<file path="config.mk">
export PLATFORM = sky130hd
export DESIGN_NAME = sram_w_loader
export DESIGN_NICKNAME = d
export VERILOG_FILES = /design/src/rtl/sram_w_loader_pkg.sv /design/src/rtl/sram_w_loader_line_packer.sv /design/src/rtl/sram_w_loader.sv
export SDC_FILE = /design/constraint.sdc
export NUM_CORES = 1
export LEC_CHECK = 0
export ABC_AREA = 1
export CAP_MARGIN = 20
export CORE_ASPECT_RATIO = 1.5
export CORE_MARGIN = 1.5
export CORE_UTILIZATION = 44
export CTS_CLUSTER_DIAMETER = 100
export DETAILED_ROUTE_END_ITERATION = 10
export PLACE_DENSITY = 0.73
export SETUP_SLACK_MARGIN = 0.15
export SYNTH_ARGS = -nofsm -noshare
export SYNTH_HDL_FRONTEND = slang
export SYNTH_SLANG_ARGS = --single-unit
</file>
<file path="constraint.sdc">
create_clock -name clk -period 2.51 [get_ports clk]
set_input_delay 0.502 -clock clk [delete_from_list [all_inputs] [get_ports clk]]
set_output_delay 0.502 -clock clk [all_outputs]
set_load 0.02 [all_outputs]
</file>
<file path="src/rtl/sram_w_loader_pkg.sv">
// Shared constants and FSM state type for the weight SRAM loader and its SRAM-side consumer.
package sram_w_pkg;

  localparam int IN_W             = 32;
  localparam int WEIGHT_W         = 16;
  localparam int LINE_W           = 512;
  localparam int ADDR_W           = 6;
  localparam int BEATS            = LINE_W / IN_W;
  localparam int WEIGHTS_PER_BEAT = IN_W / WEIGHT_W;
  localparam int SRAM_DEPTH       = 1 << ADDR_W;

  typedef enum logic [1:0] {
    IDLE  = 2'd0,
    FILL  = 2'd1,
    WRITE = 2'd2,
    DONE  = 2'd3
  } state_e;

endpackage

</file>
<file path="src/rtl/sram_w_loader_line_packer.sv">
// Line assembler: beat counter, slot-addressed line register and line-full flag.
module line_packer
  import sram_w_pkg::*;
#(
  parameter int IN_W   = sram_w_pkg::IN_W,
  parameter int LINE_W = sram_w_pkg::LINE_W
) (
  input  logic              clk,
  input  logic              rst,
  input  logic              beat_en,
  input  logic [IN_W-1:0]   beat_data,
  input  logic              consume,
  output logic              last_beat,
  output logic              full,
  output logic [LINE_W-1:0] line
);

  localparam int N_BEATS = LINE_W / IN_W;
  localparam int CNT_W   = (N_BEATS > 1) ? $clog2(N_BEATS) : 1;
  localparam logic [CNT_W-1:0] CNT_LAST = CNT_W'(N_BEATS - 1);

  logic [CNT_W-1:0]  beat_cnt_r;
  logic              full_r;
  logic [LINE_W-1:0] line_r;

  assign last_beat = (beat_cnt_r == CNT_LAST);
  assign full      = full_r;
  assign line      = line_r;

  // Store each accepted beat into its slot; full marks a completed line until the write consumes it.
  always_ff @(posedge clk) begin
    if (rst) begin
      beat_cnt_r <= {CNT_W{1'b0}};
      full_r     <= 1'b0;
      line_r     <= {LINE_W{1'b0}};
    end else if (beat_en) begin
      line_r[int'(beat_cnt_r) * IN_W +: IN_W] <= beat_data;
      if (beat_cnt_r == CNT_LAST) begin
        beat_cnt_r <= {CNT_W{1'b0}};
        full_r     <= 1'b1;
      end else begin
        beat_cnt_r <= beat_cnt_r + CNT_W'(1'b1);
        full_r     <= 1'b0;
      end
    end else if (consume) begin
      full_r <= 1'b0;
    end else begin
      full_r <= full_r;
    end
  end

endmodule

</file>
<file path="src/rtl/sram_w_loader.sv">
// Weight SRAM loader: packs 2-weight beats into 512-bit lines and writes consecutive rows.
// Optional SRAM_W_LOADER_CHECKSUM_EN adds a modulo-2^16 running sum of accepted weights.
module sram_w_loader
  import sram_w_pkg::*;
#(
  parameter int IN_W     = sram_w_pkg::IN_W,
  parameter int WEIGHT_W = sram_w_pkg::WEIGHT_W,
  parameter int LINE_W   = sram_w_pkg::LINE_W,
  parameter int ADDR_W   = sram_w_pkg::ADDR_W
) (
  input  logic              clk,
  input  logic              rst,
  input  logic              start,
  input  logic [ADDR_W-1:0] base_addr,
  input  logic [ADDR_W:0]   num_rows,
  input  logic              in_valid,
  input  logic [IN_W-1:0]   in_data,
  output logic              in_ready,
  output logic              sram_csb,
  output logic              sram_wsb,
  output logic [ADDR_W-1:0] sram_waddr,
  output logic [LINE_W-1:0] sram_wdata,
  output logic              busy,
  output logic              done
`ifdef SRAM_W_LOADER_CHECKSUM_EN
  ,
  output logic [WEIGHT_W-1:0] checksum
`endif
);

  state_e            state_r;
  logic [ADDR_W-1:0] addr_r;
  logic [ADDR_W:0]   rows_left_r;
  logic              in_ready_r;
  logic              csb_r;
  logic              wsb_r;
  logic              busy_r;
  logic              done_r;

  logic              hs_s;
  logic              last_beat_s;
  logic              full_s;
  logic              consume_s;
  logic [LINE_W-1:0] line_s;

  // A completed but unwritten line blocks further beats even if in_ready were ever high.
  assign hs_s      = in_valid && in_ready_r && !full_s;
  assign consume_s = (state_r == WRITE);

  assign in_ready   = in_ready_r;
  assign sram_csb   = csb_r;
  assign sram_wsb   = wsb_r;
  assign sram_waddr = addr_r;
  assign sram_wdata = line_s;
  assign busy       = busy_r;
  assign done       = done_r;

  line_packer #(
    .IN_W   (IN_W),
    .LINE_W (LINE_W)
  ) u_line_packer (
    .clk       (clk),
    .rst       (rst),
    .beat_en   (hs_s),
    .beat_data (in_data),
    .consume   (consume_s),
    .last_beat (last_beat_s),
    .full      (full_s),
    .line      (line_s)
  );

  // Load sequencer: all handshake and SRAM strobes are registered alongside the state.
  always_ff @(posedge clk) begin
    if (rst) begin
      state_r     <= IDLE;
      addr_r      <= {ADDR_W{1'b0}};
      rows_left_r <= {(ADDR_W+1){1'b0}};
      in_ready_r  <= 1'b0;
      csb_r       <= 1'b1;
      wsb_r       <= 1'b1;
      busy_r      <= 1'b0;
      done_r      <= 1'b0;
    end else begin
      case (state_r)
        IDLE: begin
          done_r <= 1'b0;
          if (start) begin
            if (num_rows != {(ADDR_W+1){1'b0}}) begin
              addr_r      <= base_addr;
              rows_left_r <= num_rows;
              in_ready_r  <= 1'b1;
              busy_r      <= 1'b1;
              state_r     <= FILL;
            end else begin
              done_r  <= 1'b1;
              state_r <= DONE;
            end
          end
        end
        FILL: begin
          if (hs_s && last_beat_s) begin
            in_ready_r <= 1'b0;
            csb_r      <= 1'b0;
            wsb_r      <= 1'b0;
            state_r    <= WRITE;
          end
        end
        WRITE: begin
          csb_r       <= 1'b1;
          wsb_r       <= 1'b1;
          addr_r      <= addr_r + ADDR_W'(1'b1);
          rows_left_r <= rows_left_r - (ADDR_W+1)'(1'b1);
          if (rows_left_r == (ADDR_W+1)'(1'b1)) begin
            busy_r  <= 1'b0;
            done_r  <= 1'b1;
            state_r <= DONE;
          end else begin
            in_ready_r <= 1'b1;
            state_r    <= FILL;
          end
        end
        DONE: begin
          done_r  <= 1'b0;
          busy_r  <= 1'b0;
          state_r <= IDLE;
        end
        default: begin
          state_r    <= IDLE;
          in_ready_r <= 1'b0;
          csb_r      <= 1'b1;
          wsb_r      <= 1'b1;
          busy_r     <= 1'b0;
          done_r     <= 1'b0;
        end
      endcase
    end
  end

`ifdef SRAM_W_LOADER_CHECKSUM_EN
  logic [WEIGHT_W-1:0] checksum_r;
  logic [WEIGHT_W-1:0] beat_sum_s;

  // Sum of the weights carried by the current beat, wrapping at the weight width.
  always_comb begin
    beat_sum_s = {WEIGHT_W{1'b0}};
    for (int i = 0; i < IN_W / WEIGHT_W; i++) begin
      beat_sum_s = beat_sum_s + in_data[i*WEIGHT_W +: WEIGHT_W];
    end
  end

  // Running checksum, restarted whenever a command is accepted.
  always_ff @(posedge clk) begin
    if (rst) begin
      checksum_r <= {WEIGHT_W{1'b0}};
    end else if ((state_r == IDLE) && start) begin
      checksum_r <= {WEIGHT_W{1'b0}};
    end else if (hs_s) begin
      checksum_r <= checksum_r + beat_sum_s;
    end else begin
      checksum_r <= checksum_r;
    end
  end

  assign checksum = checksum_r;
`endif

endmodule

</file>
======== Word-level counts from Yosys, hierarchy flattened ========
Index checks and enable logic that the tools add are counted.
cells by class
  equality and inequality tests ........... 10
  multiplexer cells ....................... 28
  shifts and indexed selects .............. 2
  reductions and logical operators ........ 17
  add/subtract/negate cells ............... 4
operator list
  operator                                                                    number
  512-bit bitwise mux                                                         1
  32-bit by 33-bit variable shift with 512-bit output (first input constant)  1
  32-bit by 33-bit variable part select with 512-bit output                   1
  9-bit negation with 33-bit output                                           1
  7-bit two-way mux                                                           2
  7-bit case mux with 2 select lines                                          1
  6-bit two-way mux                                                           2
  6-bit case mux with 2 select lines                                          1
  1-bit two-way mux                                                           11
  1-bit case mux with 3 select lines                                          3
  2-bit two-way mux                                                           4
  2-bit inequality test (second input constant)                               4
  2-bit case mux with 4 select lines                                          1
  7-bit by 1-bit == test with 1-bit output (second input constant)            1
  7-bit nonzero test                                                          1
  7-bit by 1-bit subtractor with 7-bit output (second input constant)         1
  6-bit by 1-bit adder with 6-bit output (second input constant)              1
  2-bit AND reduction                                                         3
  2-bit nonzero test                                                          3
  3-bit nonzero test                                                          2
  5-bit AND reduction                                                         1
  4-bit by 1-bit adder with 4-bit output (second input constant)              1
  2-bit == test (second input constant)                                       2
  4-bit == test (second input constant)                                       1
  other kinds (9)                                                             11
storage, ports and cells
  output and inout port bits .............. 523
  logic and storage cells ................. 71
  bits in registers ....................... 536

======== Longest topological paths before layout ========
Gate-level depths: netlist (run 1).
  word-level depth ........................ 5
  mapped depth ............................ 16
  depth with buffers taken out ............ 12

======== Hierarchy ========
From an unflattened synthesis (run 1), not the netlist that was laid out.
second synthesis, totals
  cells, all modules ...................... 3277
  area, all modules ....................... 22255.1 um2
by module, submodules not included
  module         cells each  area each (um2)  times used  seq. area each (um2)
  line_packer    3078        21001.4          1           10349.9
  sram_w_loader  199         1253.7           1           380.4

======== Worst setup path before layout (run 1) ========
OpenSTA, ideal clock, no wires.
  kind .................................... register to register
  start point ............................. register u_line_packer.beat_cnt_r[0]
  end point ............................... register u_line_packer.line_r[10], in the netlist u_line_packer.line[10]
  period minus slack after synthesis ...... 2.672 ns
  slack ................................... -0.162 ns
  arrival ................................. 2.602 ns
  cell stages (with the launch flop) ...... 16
  data required time ...................... 2.440 ns
  library setup time ...................... 0.070 ns
  cell sequence ........................... dfxtp_1 buf_2 inv_2 clkbuf_1 clkbuf_1 ha_1 buf_2 inv_2 buf_4 nand2_1 nor3_1 nand2_1 inv_2 buf_2 nand3_1 a21oi_1
on the way
  word-level cells in the longest chain between the ends .. 3
RTL lines
  element                                                                                                                                  RTL line                         text
  start: declaration                                                                                                                       sram_w_loader_line_packer.sv:22  logic [CNT_W-1:0] beat_cnt_r;
  start signal: assignment                                                                                                                 sram_w_loader_line_packer.sv:33  beat_cnt_r <= {CNT_W{1'b0}};
  start signal: assignment                                                                                                                 sram_w_loader_line_packer.sv:39  beat_cnt_r <= {CNT_W{1'b0}};
  start signal: assignment                                                                                                                 sram_w_loader_line_packer.sv:42  beat_cnt_r <= beat_cnt_r + CNT_W'(1'b1);
  9-bit negation with 33-bit output *                                                                                                      sram_w_loader_line_packer.sv:37  line_r[int'(beat_cnt_r) * IN_W +: IN_W] <= beat_data;
  32-bit by 33-bit variable part select with 512-bit output / 32-bit by 33-bit variable shift with 512-bit output (equally long branches)  sram_w_loader_line_packer.sv:37
  512-bit bitwise mux *                                                                                                                    sram_w_loader_line_packer.sv:37
  end signal: assignment                                                                                                                   sram_w_loader_line_packer.sv:35  line_r <= {LINE_W{1'b0}};
  end signal: indexed assignment                                                                                                           sram_w_loader_line_packer.sv:37
  end: declaration                                                                                                                         sram_w_loader_line_packer.sv:24  logic [LINE_W-1:0] line_r;
Every way passes the cells marked *; elsewhere a longest branch is shown, timed or not.
A chain may end at the register's enable or synchronous reset.

======== Worst setup path in the final report (run 1) ========
  start point ............................. register u_line_packer.beat_cnt_r[1]
  end point ............................... register u_line_packer.line_r[163], in the netlist u_line_packer.line[163]
Same word-level chain as after synthesis.

==> out/metrics.yaml, run 1 <==
clock_network:
  cts_hold_buf: 0
  clk_pin_slew_worst_paths_ns: 0.07
  tritoncts: "done"
  cts_made_buffers: 50
  cts.sinks: 536
  cts_buffer_depth: 3
  cts_root_buffer: "clkbuf_16"
  worstSkewPairLatency_ns: 0.57
  htree_levels: 2
power_and_ir_drop:
  peakVddDrop_uv: 467.9
  p_leak_nw: 14.49
  p_per_area_nw_per_um2: 582.0
sta:
  clock_skew_ns: 0.01296
  fmax_ghz: 0.4458
  hold_viol_final: 0
  holdWs_ns: 0.2905
  min_period_ns: 2.243
  tightest_slew_ns: 0.8056
  max-slew-margin-rel_pct: 46.13
  rsz0062_at_grt: "yes"
  fin_crit_sh_pct: 89.36
  slew_viol_final: 0
  worst_slack_ns: 0.2669
  setup_viol: 0
critical_path:
  crit_path_start_kind: "flop"
  r2r-end: "u_line_packer.line[163]"
  cp_cell_sequence: "nor2_1 > nand2_1 > inv_1 > ha_2 > nand2_4 > nor2_4 > buf_4 > buf_4 > a21oi_1 > nor2_1"
  cp_num_buf_inv: 3
  cp_max_fo: 32
  worstPathArrival_ns: 2.75
  critical_path.max_stage_delay_ns: 0.41
  slowest_stage: "dfxtp_1"
  path_class: "reg -> reg"
  cp_top_family: "simple AND/OR/NAND/NOR gates"
  worst_setup_path_end_kind: "flop"
  reg2reg_slack_ns: 0.27
  rr_startpoint: "u_line_packer.beat_cnt_r[1]"
  crit_required_ns: 3.01
  reg2reg_depth: 10
floorplanning:
  die_y_um: 278.7
  std_cell_rows: 100
  ios: 572
  die_w_um: 186.8
  die-area_sq_um: 52050
  start_util_pct: 44.77
  core-area_sq_um: 49800
place:
  gp_congestion: 0.9227
  dp_hpwl_um: 63020
  pre_cts_slack_ns: -0.01579
  port_buffers: 571
logic_synthesis:
  syn_inst: 3297
  synth_edf_count: 0
  ys_warn_count: 0
  ys_ff_latch: 536
  yosysUniqueCellTypes: 31
  synth_fp_nets: 3352
  yosysSeqAreaShare_pct: 48.13
  avgSynthCellArea_sq_um: 6.761
  synth_area_sq_um: 22290
  ys.flop_type: "dfxtp_1"
  async_reset_ff_share_pct: 0
detailed_routing:
  drt_iter0_drc: 1820
  finalWirelength_um: 88550
  vias: 22810
  antenna_left: 0
  viasPerCell: 5.036
  wl_per_cell_um: 19.55
  route.detailed.drc: 0
  drt_first_pass_iters: 7
finish:
  nets: 3886
  layout-drive-gt1-share_pct: 6.363
  n_antenna_cell: 0
  syn_to_final_growth_pct: 39.00
run:
  drv_cap: 0
global_route:
  grt_max_degree: 106
  grt_usage_pct: 32.68
  antenna_found_initial: 0
  grt_pass1_vias: 20970
  gr-total-overflow: 0
  grt_pass1_wl_um: 130300
outcome:
  status: "finished clean"
min_path:
  worstHoldStart: "rst"
  holdPathStages: 2
  holdPathEnd: "u_line_packer.line[271]"
  min_path_type: "in -> reg"
## what timing repair did
item                       CTS  global route
hold endpoints to repair     0             0
cloned                       0             1
pin swaps                    0             2
setup endpoints to repair    2           101
gates resized for setup      1             4
setup buffers                0             3
## worst max path at each step
stage                              end  slack, ns  depth (start not counted)                   startpoint
2_1_floorplan   u_line_packer.line[10]       0.15                         15  u_line_packer.beat_cnt_r[0]
3_3_place_gp   u_line_packer.line[248]       0.05                         10                     in_valid
3_5_place_dp   u_line_packer.line[253]      -0.02                         10                     in_valid
4_1_cts         u_line_packer.line[42]       0.24                         11  u_line_packer.beat_cnt_r[1]
5_1_grt         u_line_packer.line[31]       0.11                         12  u_line_packer.beat_cnt_r[1]
6_report       u_line_packer.line[163]       0.27                         10  u_line_packer.beat_cnt_r[1]
## routing by layer
metal  track usage [%]  share of wire, %
met4             22.29               7.7
met2             54.59                47
met1             38.07                38
met5                 0                 0
met3             6.058               8.0
## state kept, by name, indices dropped and copies added (netlist names)
signal / flops
u_line_packer.full: 1
sram_waddr: 6
in_ready: 1
rows_left_r: 7
state_r: 2
u_line_packer.line: 512
sram_wsb: 1
u_line_packer.beat_cnt_r: 4
done: 1
busy: 1
## layout make-up
| cell class | count | area, sq um |
|---|---|---|
| Inverter | 399 | 1509 |
| Clock buffer | 78 | 1518 |
| Multi-Input combinational cell | 2148 | 9210 |
| Timing Repair Buffer | 696 | 7061 |
| Sequential cell | 536 | 10730 |
| Clock inverter | 9 | 126.4 |
| Tap cell | 663 | 829.5 |
| Fill cell | 4581 | 18810 |
## Yosys cell counts (3+ instances only)
library cell  instances  area (sq um)
nand2_2               3         18.77
nand4_1               6         37.54
dfxtp_1             536         10730
buf_4                 8         60.06
nor2_1              747          2804
buf_2                51         255.2
xor2_1                3         26.28
o21ai_1              37         185.2
nand3_1             129         645.6
a21oi_1             226          1131
ha_1                  6         75.07
nor2_2                3         18.77
nor2_4                7         78.83
nor3_1               71         355.3
o21ai_0             204          1021
inv_2                11         41.29
nand2_1             690          2590
clkbuf_1            136         510.5
buf_1                19         71.32
nand3_2               4         40.04
inv_1               387          1453
## cell families after synthesis
family / Yosys count / synth area share, %
AOI/OAI and AO/OA: 471 / 10.62
xor gates and xnor gates: 3 / 0.1179
adders and majority gates: 6 / 0.3367
buffers and inverters: 613 / 10.74
DFF: 536 / 48.13
and+or+nand+nor: 1668 / 30.05
## metrics by stage
| step | power, mW | TNS [ns] | std cells | instance area (sq um) | util [%] |
|---|---|---|---|---|---|
| floorplan | 9.659 | 0 | 3297 | 22310 | - |
| global placement | 10.44 | 0 | 4438 | 29270 | 58.77 |
| detailed placement | 10.44 | -0.03473 | 4438 | 29270 | 58.77 |
| CTS | 18.10 | 0 | 4525 | 30910 | 62.08 |
| global route | 18.56 | 0 | 4529 | 30990 | 62.22 |
| finish | 18.03 | 0 | 4529 | 30990 | 62.22 |
## worst reg2reg max path: cells and delay by family (launching register included)
| kind | cells | cell delay, ns |
|---|---|---|
| and+or+nand+nor | 5 | 0.62 |
| AOI/OAI and AO/OA | 1 | 0.17 |
| DFF | 1 | 0.41 |
| buffers and inverters | 3 | 0.57 |
| adders and majority gates | 1 | 0.41 |
## power by group
part	switching [mW]	internal [mW]	leakage, nW
clock network	3.32	4.44	0.807
logic	1.20	0.474	9.36
registers	0.0444	8.55	4.32
## layout by cell type (no fill, tap or decap), types with 52 or more instances in the layout
cell | Yosys | layout
inv_1 | 387 | 386
nor2_1 | 747 | 745
clkdlybuf4s50_1 | 0 | 570
nand3_1 | 129 | 129
o21ai_0 | 204 | 204
a21oi_1 | 226 | 226
dfxtp_1 | 536 | 534
nand2_1 | 690 | 688
buf_4 | 8 | 93
clkbuf_16 | 0 | 52
nor3_1 | 71 | 71
Power figures use the tool's default switching activity.
==> run 2: changes to the inputs <==
--- a/config.mk
+++ b/config.mk
@@ -6,6 +6,7 @@
 export NUM_CORES = 1
 export LEC_CHECK = 0
 export ABC_AREA = 1
+export ABC_CLOCK_PERIOD_IN_PS = 2510
 export CAP_MARGIN = 20
 export CORE_ASPECT_RATIO = 1.5
 export CORE_MARGIN = 1.5
@@ -13,6 +14,7 @@
 export CTS_CLUSTER_DIAMETER = 100
 export DETAILED_ROUTE_END_ITERATION = 10
 export PLACE_DENSITY = 0.73
+export REMOVE_ABC_BUFFERS = 1
 export SETUP_SLACK_MARGIN = 0.15
 export SYNTH_ARGS = -nofsm -noshare
 export SYNTH_HDL_FRONTEND = slang
==> out/metrics.yaml, run 2 (synthesis results as in run 1) <==
sta:
  fin_tns_setup_ns: 0
  hold_viol_final: 0
  fmax_ghz: 0.4423
  rsz0062_at_grt: "yes"
  clock_skew_ns: 0.01931
  fin_crit_sh_pct: 90.07
  setup_viol: 0
  slew_viol_final: 0
  tightest_slew_ns: 1.038
  min_period_ns: 2.261
  max-slew-margin-rel_pct: 30.83
detailed_routing:
  route.detailed.drc: 0
  finalWirelength_um: 86430
  wl_per_cell_um: 19.02
  vias: 22900
  drt_iter0_drc: 1757
  drt_first_pass_iters: 6
  viasPerCell: 5.039
  antenna_left: 0
critical_path:
  cp_cell_sequence: "inv_2 > nand2_1 > inv_1 > ha_2 > nand2_4 > nor2_4 > inv_2 > nor2_4 > buf_12 > o21ai_0 > nand2_1 > nor2_1"
  slowest_stage: "ha_2"
  reg2reg_depth: 12
  worstPathArrival_ns: 2.71
  reg2reg_slack_ns: 0.25
  r2r-end: "u_line_packer.line[202]"
  cp-startpoint: "u_line_packer.beat_cnt_r[0]"
  cp-endpoint: "u_line_packer.line[202]"
  rr_startpoint: "u_line_packer.beat_cnt_r[0]"
  crit_path_start_kind: "flop"
  crit_required_ns: 2.96
  worst_setup_path_end_kind: "flop"
  cp_max_fo: 24
  path_class: "reg -> reg"
  critical_path.max_stage_delay_ns: 0.41
clock_network:
  htree_levels: 2
  cts.sinks: 536
  clk_pin_slew_worst_paths_ns: 0.07
  tritoncts: "done"
  cts_made_buffers: 49
  worstSkewPairLatency_ns: 0.57
  cts_hold_buf: 0
  cts_buffer_depth: 3
  cts_root_buffer: "clkbuf_16"
finish:
  syn_to_final_growth_pct: 39.35
  nets: 3901
  register_area_sq_um: 10740
  largest_reg_flops: 512
  layout-drive-gt1-share_pct: 6.778
  final_common_cell: "nor2_1"
  multi_input_area_sq_um: 9210
  n_fill_cell: 4627
  mostFrequentLayoutCells: "nor2_1 (745), nand2_1 (688), clkdlybuf4s50_1 (570)"
floorplanning:
  core-area_sq_um: 49800
  die_w_um: 186.8
  die_y_um: 278.7
  start_util_pct: 44.77
  std_cell_rows: 100
  die-area_sq_um: 52050
  ios: 572
min_path:
  min_path_type: "in -> reg"
  worstHoldStart: "rst"
global_route:
  grt_usage_pct: 32.01
  grt_max_degree: 80
  grt_pass1_wl_um: 128500
  gr-total-overflow: 0
  grt_pass1_vias: 21140
  antenna_found_initial: 2
place:
  gp_congestion: 0.9162
  port_buffers: 571
  dp_hpwl_um: 61480
outcome:
  status: "finished clean"
power_and_ir_drop:
  p_per_area_nw_per_um2: 570.4
  total_power_mw: 17.72
  p_leak_nw: 14.56
  peakVddDrop_uv: 501.8
run:
  drv_cap: 0
==> run 2: cell count changes in the layout (fill, tap and decap cells not counted), moves of 2 or more <==
cell / previous run / this run
clkbuf_8: 14 / 9
clkinvlp_4: 2 / 0
clkbuf_1: 13 / 10
buf_6: 1 / 3
buf_12: 31 / 33
buf_4: 93 / 104
clkbuf_16: 52 / 50
clkinv_2: 4 / 12
diode_2: 0 / 2
==> run 2: critical path, delay by kind of cell, from the launching register on <==
family / cells / cell delay, ns
and+or+nand+nor: 6 / 0.76
buffers and inverters: 4 / 0.44
adders and majority gates: 1 / 0.41
DFF: 1 / 0.40
AOI/OAI and AO/OA: 1 / 0.11
==> run 2: what timing repair did <==
action	4_1_cts	5_1_grt
pin swaps	1	1
resized for setup	1	10
endpoints found under the setup margin	33	186
setup buffers	2	1
cloned	0	1
==> run 2: worst min path at each step <==
stage | slack [ns] | cells after the start | endpoint
2_1_floorplan | 0.45 | 2 | rows_left_r[6]
3_3_place_gp | 0.45 | 2 | u_line_packer.line[26]
3_5_place_dp | 0.45 | 2 | u_line_packer.line[14]
4_1_cts | 0.43 | 4 | u_line_packer.line[132]
5_1_grt | 0.47 | 4 | u_line_packer.line[130]
6_report | 0.45 | 4 | u_line_packer.line[140]
==> run 2: through the flow <==
stage	std cells	cell area (sq um)	setup slack, ns	hold slack [ns]	util [%]
after global placement	4454	29430	0.06103	0.4521	59.10
after floorplan	3083	21400	-4.979	0.4529	-
after global routing	4543	31060	0.1412	0.4682	62.37
after detailed placement	4454	29430	0.02625	0.4545	59.10
final	4545	31060	0.2493	0.4531	62.38
after CTS	4541	31000	0.1528	0.4268	62.26
==> run 2: power breakdown <==
group	switching (mW)	internal (mW)	leakage, nW	total, mW
logic	1.18	0.484	9.46	1.67
registers	0.0466	8.55	4.32	8.60
clock network	3.29	4.16	0.779	7.45
total	4.52	13.2	14.6	17.7
==> run 2: layout make-up <==
class / instances / share of cell area [%]
clock buffers: 68 / 4.467
flip-flops and latches: 536 / 34.56
well taps: 663 / 2.670
clock inverters: 17 / 0.5397
multi-input cells: 2148 / 29.65
repair buffers: 712 / 23.24
inverters: 399 / 4.853
diodes: 2 / 0.01611
==> run 2: metal layers <==
metal | GRT usage (%) | vias to the layer above | part of all wire (%)
li1 | - | 11190 | -
met1 | 37.30 | 10530 | 38
met2 | 53.58 | 937 | 47
met3 | 6.737 | 244 | 7.7
met4 | 20.22 | 2 | 7.2
met5 | 0 | - | 0.022
